`src/rtl/lsu.sv`:
```
// Load/store unit: one outstanding valid/ready data-bus access, with alignment
// checking, store lane replication, load extraction and a bus timeout.
module lsu #(
  parameter int TIMEOUT_CYCLES = 255
) (
  input  logic        clock,
  input  logic        reset,
  input  logic        reqValid,
  input  logic        lsu_wen,
  input  logic [1:0]  lsu_size,
  input  logic        lsu_unsigned,
  input  logic [31:0] lsu_addr,
  input  logic [31:0] lsu_wdata,
  output logic        lsu_respValid,
  output logic [31:0] lsu_rdata,
  output logic        lsu_err,
  output logic        lsu_busy,
  output logic        mem_reqValid,
  input  logic        mem_reqReady,
  output logic        mem_wen,
  output logic [31:0] mem_addr,
  output logic [31:0] mem_wdata,
  output logic [3:0]  mem_wstrb,
  input  logic        mem_respValid,
  input  logic [31:0] mem_rdata,
  output logic [2:0]  state_dbg
);

  // Bus handshake: a request transfers on a rising edge where mem_reqValid and
  // mem_reqReady are both high; mem_reqValid stays high and the request fields
  // stay stable until that edge (or until the timeout abandons it). A response
  // transfers on any edge with mem_respValid high while the unit is in WAIT.
  typedef enum logic [2:0] {
    IDLE = 3'd0,
    REQ  = 3'd1,
    WAIT = 3'd2,
    DONE = 3'd3,
    ERR  = 3'd4
  } state_t;

  localparam int CW = $clog2(TIMEOUT_CYCLES + 1);

  state_t        state;
  logic [CW-1:0] cnt;
  logic          wen_q;
  logic          uns_q;
  logic [1:0]    size_q;
  logic [31:0]   addr_q;
  logic [31:0]   wdata_q;
  logic [31:0]   rdata_q;

  logic          misaligned;
  logic          timeout;
  logic [31:0]   shifted;
  logic [31:0]   extracted;
  logic [31:0]   lane_wdata;
  logic [3:0]    lane_wstrb;
  logic          in_req;
  logic          bus_write;

  always_comb begin
    misaligned = 1'b0;
    case (lsu_size)
      2'd0:    misaligned = 1'b0;
      2'd1:    misaligned = lsu_addr[0];
      2'd2:    misaligned = (lsu_addr[1:0] != 2'b00);
      default: misaligned = 1'b1;
    endcase
  end

  // Greater-or-equal also covers a request accepted on the last counted cycle,
  // which enters WAIT one count past the limit.
  assign timeout = (cnt >= CW'(TIMEOUT_CYCLES - 1));

  assign shifted = mem_rdata >> {addr_q[1:0], 3'b000};

  always_comb begin
    extracted = mem_rdata;
    case (size_q)
      2'd0:    extracted = uns_q ? {24'd0, shifted[7:0]}
                                 : {{24{shifted[7]}}, shifted[7:0]};
      2'd1:    extracted = uns_q ? {16'd0, shifted[15:0]}
                                 : {{16{shifted[15]}}, shifted[15:0]};
      default: extracted = mem_rdata;
    endcase
  end

  always_comb begin
    lane_wdata = wdata_q;
    lane_wstrb = 4'b1111;
    case (size_q)
      2'd0: begin
        lane_wdata = {4{wdata_q[7:0]}};
        lane_wstrb = 4'b0001 << addr_q[1:0];
      end
      2'd1: begin
        lane_wdata = {2{wdata_q[15:0]}};
        lane_wstrb = 4'b0011 << addr_q[1:0];
      end
      default: begin
        lane_wdata = wdata_q;
        lane_wstrb = 4'b1111;
      end
    endcase
  end

  always_ff @(posedge clock) begin
    if (reset) begin
      state   <= IDLE;
      cnt     <= '0;
      wen_q   <= 1'b0;
      uns_q   <= 1'b0;
      size_q  <= 2'd0;
      addr_q  <= 32'd0;
      wdata_q <= 32'd0;
      rdata_q <= 32'd0;
    end else begin
      case (state)
        IDLE: begin
          if (reqValid) begin
            wen_q   <= lsu_wen;
            uns_q   <= lsu_unsigned;
            size_q  <= lsu_size;
            addr_q  <= lsu_addr;
            wdata_q <= lsu_wdata;
            cnt     <= '0;
            state   <= misaligned ? ERR : REQ;
          end
        end
        REQ: begin
          cnt <= cnt + CW'(1);
          if (mem_reqReady) begin
            state <= WAIT;
          end else if (timeout) begin
            state <= ERR;
          end
        end
        WAIT: begin
          cnt <= cnt + CW'(1);
          if (mem_respValid) begin
            rdata_q <= wen_q ? 32'd0 : extracted;
            state   <= DONE;
          end else if (timeout) begin
            state <= ERR;
          end
        end
        DONE:    state <= IDLE;
        ERR:     state <= IDLE;
        default: state <= IDLE;
      endcase
    end
  end

  assign in_req    = (state == REQ);
  assign bus_write = in_req & wen_q;

  assign mem_reqValid  = in_req;
  assign mem_wen       = bus_write;
  assign mem_addr      = in_req ? {addr_q[31:2], 2'b00} : 32'd0;
  assign mem_wdata     = bus_write ? lane_wdata : 32'd0;
  assign mem_wstrb     = bus_write ? lane_wstrb : 4'b0000;

  assign lsu_respValid = (state == DONE) || (state == ERR);
  assign lsu_err       = (state == ERR);
  assign lsu_rdata     = (state == DONE) ? rdata_q : 32'd0;
  assign lsu_busy      = (state != IDLE);
  assign state_dbg     = state;

endmodule
```
`config.mk`:
```
export PLATFORM = sky130hd
export DESIGN_NAME = lsu
export DESIGN_NICKNAME = d
export VERILOG_FILES = /design/src/rtl/lsu.sv
export SDC_FILE = /design/constraint.sdc
export NUM_CORES = 1
export LEC_CHECK = 0
export CAP_MARGIN = 25
export CELL_PAD_IN_SITES_DETAIL_PLACEMENT = 1
export CELL_PAD_IN_SITES_GLOBAL_PLACEMENT = 1
export CORE_ASPECT_RATIO = 0.9
export CORE_UTILIZATION = 25
export CTS_BUF_LIST = sky130_fd_sc_hd__clkbuf_2 sky130_fd_sc_hd__clkbuf_4 sky130_fd_sc_hd__clkbuf_8
export CTS_CLUSTER_DIAMETER = 80
export DETAILED_ROUTE_END_ITERATION = 12
export PLACE_DENSITY = 0.7
export SYNTH_ARGS = -nofsm -noshare
export SYNTH_HDL_FRONTEND = slang
export SYNTH_SLANG_ARGS = --single-unit
```
`constraint.sdc`:
```
create_clock -name clock -period 2.3 [get_ports clock]
set_clock_uncertainty 0.15 [all_clocks]
set_input_delay 0.46 -clock clock [delete_from_list [all_inputs] [get_ports clock]]
set_output_delay 0.46 -clock clock [all_outputs]
set_load 0.005 [all_outputs]
```
==> metrics.csv <==
stage;metric;value;unit
outcome;status;complete, but fails checks;
outcome;violations;negative setup slack;
grt;grt_overflow_total;0;
cts;htree_num_levels;3;
setup_path;cp_max_fo;6;
setup_path;r2r_cells;10;
sta;setup_violations;49;
hold_path;holdPathStages;2;
final_layout;layout-drive-gt1-share;0.3137;
grt;grtUsageTotal;0.2018;
place;pre_cts_ws;-0.1040;ns
synthesis;yosysMostFrequentCell;nand2_1;
floorplanning;ios;213;
sta;hold_viol_final;0;
sta;finalCritPeriodShare;1.061;
setup_path;cp.required;1.69;ns
grt;grt_pass1_wl;35690;µm
place;io_buffers;210;
floorplanning;die_y;143.6;µm
setup_path;arrival;1.83;ns
drt;drt-wirelength-per-cell;18.01;µm
setup_path;worstSetupPathType;register to primary output;
flow_run;drv_cap;0;
cts;clockBufferDepth;2;
setup_path;r2r_end;rdata_q[29];
setup_path;crit_end;mem_wdata[9];
cts;clkLatencyLatePin;0.40;ns
final_layout;nets;1103;
cts;cts_tree;built;
final_layout;stdcell_area;9335;µm²
synthesis;synth_edf_count;0;
final_layout;final_core_util;0.4290;
synthesis;syn_area_per_cell;7.492;µm²
setup_path;cp-end-kind;primary output;
power_and_ir_drop;power_density;470.0;nW/µm²
final_layout;register_area;2231;µm²
synthesis;synth_seq_cells;111;
drt;drc;0;
floorplanning;num_rows;51;
cts;cts.sinks;111;
power_and_ir_drop;leakagePower;3.820;nW
drt;viasPerCell;4.830;
sta;period_minus_slack;2.439;ns
setup_path;startpoint;state_dbg[2];
synthesis;yosysSeqAreaShare;0.3992;
place;dpl-instance-area;8219;µm²
sta;fmax;410.0;MHz
power_and_ir_drop;power;4.387;mW
final_layout;multi_input_area;3485;µm²
floorplanning;core-area;21760;µm²
synthesis;synth_top_cell_by_area;dfxtp_1;
floorplanning;dieArea;22870;µm²
setup_path;rr_startpoint;state_dbg[2];
synthesis;synth_commonest_cells;nand2_1 (198), dfxtp_1 (111), a21oi_1 (97), clkbuf_1 (46), nor2_1 (42);
drt;vias;6255;
synthesis;synthTopCellsByArea;dfxtp_1 (40%), nand2_1 (13%), a21oi_1 (8.7%);
sta;holdWs;0.2990;ns
floorplanning;die_x;159.3;µm
cts;cts_buffers;9;
final_layout;fill_cells;2598;
synthesis;yosys_warnings;0;
hold_path;hp-class;register to register;
cts;cts_root_buffer;clkbuf_8;
grt;grt_max_degree;50;
place;gp_congestion;0.8428;
synthesis;synth_top_area_frac;0.3992;
sta;maxSlewViolCount;0;
cts;clk_pin_slew;0.11;ns
synthesis;synthCells;743;
setup_path;cp-start-kind;register;
synthesis;syn_area;5567;µm²
drt;drt-total-wl;23320;µm
drt;drtPass1Iterations;4;
power_and_ir_drop;irDropWorstVdd;0.2581;mV
synthesis;synth_top_flop_cell;dfxtp_1;
place;dp_hpwl;15220;µm
setup_path;r2r_slack;0.08;ns
sta;rsz0062_at_grt;true;
grt;grt_antenna_before_repair;2;
sta;worst_slack;-0.1392;ns
floorplanning;start_util;0.2558;
drt;drt_iter0_drc;310;
grt;grt_pass1_vias;6245;
synthesis;async_flop_share;0;
final_layout;syn2layout_area_growth;67.70;%
synthesis;ys_types;52;
drt;ant_nets;0;
## registers in the layout, indices dropped and copies added (netlist names)
| register | count |
|---|---|
| size_q | 2 |
| state_dbg | 3 |
| wdata_q | 32 |
| wen_q | 1 |
| rdata_q | 32 |
| uns_q | 1 |
| addr_q | 32 |
| cnt | 8 |
## cells by family (layout without fill, tap and decap cells)
| kind of cell | after synthesis | after routing | synth area share |
|---|---|---|---|
| compound gates | 171 | 171 | 0.1895 |
| xor+xnor | 4 | 4 | 0.006293 |
| fa+ha+maj | 2 | 2 | 0.004495 |
| buf+inv | 71 | 328 | 0.05282 |
| flops | 111 | 111 | 0.3992 |
| mux | 21 | 21 | 0.04001 |
| other cells | 1 | 5 | 0.0006737 |
| simple gates | 362 | 362 | 0.3070 |
## placed cells by master (no fill, tap or decap), types with 6 or more instances in the layout
cell / count
and2_4: 19
a21oi_2: 8
buf_6: 61
dfxtp_1: 106
buf_12: 17
mux2i_1: 20
and3_4: 34
nor2_1: 26
nand3_1: 10
clkdlybuf4s50_1: 106
and3_1: 7
nand3b_1: 8
a21oi_1: 84
nand2_1: 196
clkbuf_2: 6
clkbuf_8: 9
nor2_2: 11
a32oi_1: 20
buf_16: 6
buf_2: 48
o21ai_0: 18
a22o_1: 6
nand2b_1: 11
and2_1: 12
buf_4: 54
## metal layers
layer	wire length, µm	global-route usage
met1	10620	0.2579
met2	10970	0.3398
met3	1513	0.05368
met4	221	0.04504
met5	0	0
## cell type report
class | count | area share
multi-input cells | 562 | 0.3733
flip-flops and latches | 111 | 0.2390
clock buffers | 10 | 0.01407
clock inverters | 6 | 0.006031
repair buffers | 307 | 0.3258
well taps | 291 | 0.03900
inverters | 5 | 0.002010
diodes | 3 | 0.0008042
## power breakdown
group | internal (mW) | switching [mW]
Clock | 0.422 | 0.750
Combinational | 0.554 | 0.563
Sequential | 2.02 | 0.0761
## stage by stage
stage,std cells,setup TNS [ns]
finish,1295,-2.585
global route,1292,-7.726
CTS,1284,-4.916
detailed placement,1226,-2.112
global placement,1226,-0.2632
floorplan,744,0
## timing repair
item                                    4_1_cts  5_1_grt
hold endpoints to repair                      0        0
cloned                                        9        0
hold buffers                                  0        0
pin swaps                                    21       12
endpoints found under the setup margin      103       92
gates resized for setup                     518       77
setup buffers                                33       13
## worst max-delay path: stages (launching register included)
cell	delay (ns)
dfxtp_4	0.37
nor3b_4	0.22
buf_6	0.16
nand2_8	0.06
buf_12	0.13
buf_8	0.12
buf_6	0.12
a21oi_2	0.10
buf_2	0.13
## worst min-delay path by stage
stage,from,end,slack [ns]
6_report,rdata_q[3],rdata_q[3],0.30
5_1_grt,rdata_q[5],rdata_q[5],0.33
4_1_cts,rdata_q[3],rdata_q[3],0.30
3_5_place_dp,rdata_q[3],rdata_q[3],0.28
3_3_place_gp,rdata_q[3],rdata_q[3],0.27
2_1_floorplan,rdata_q[1],rdata_q[1],0.26
No activity file was read; power rests on OpenSTA's default activity.
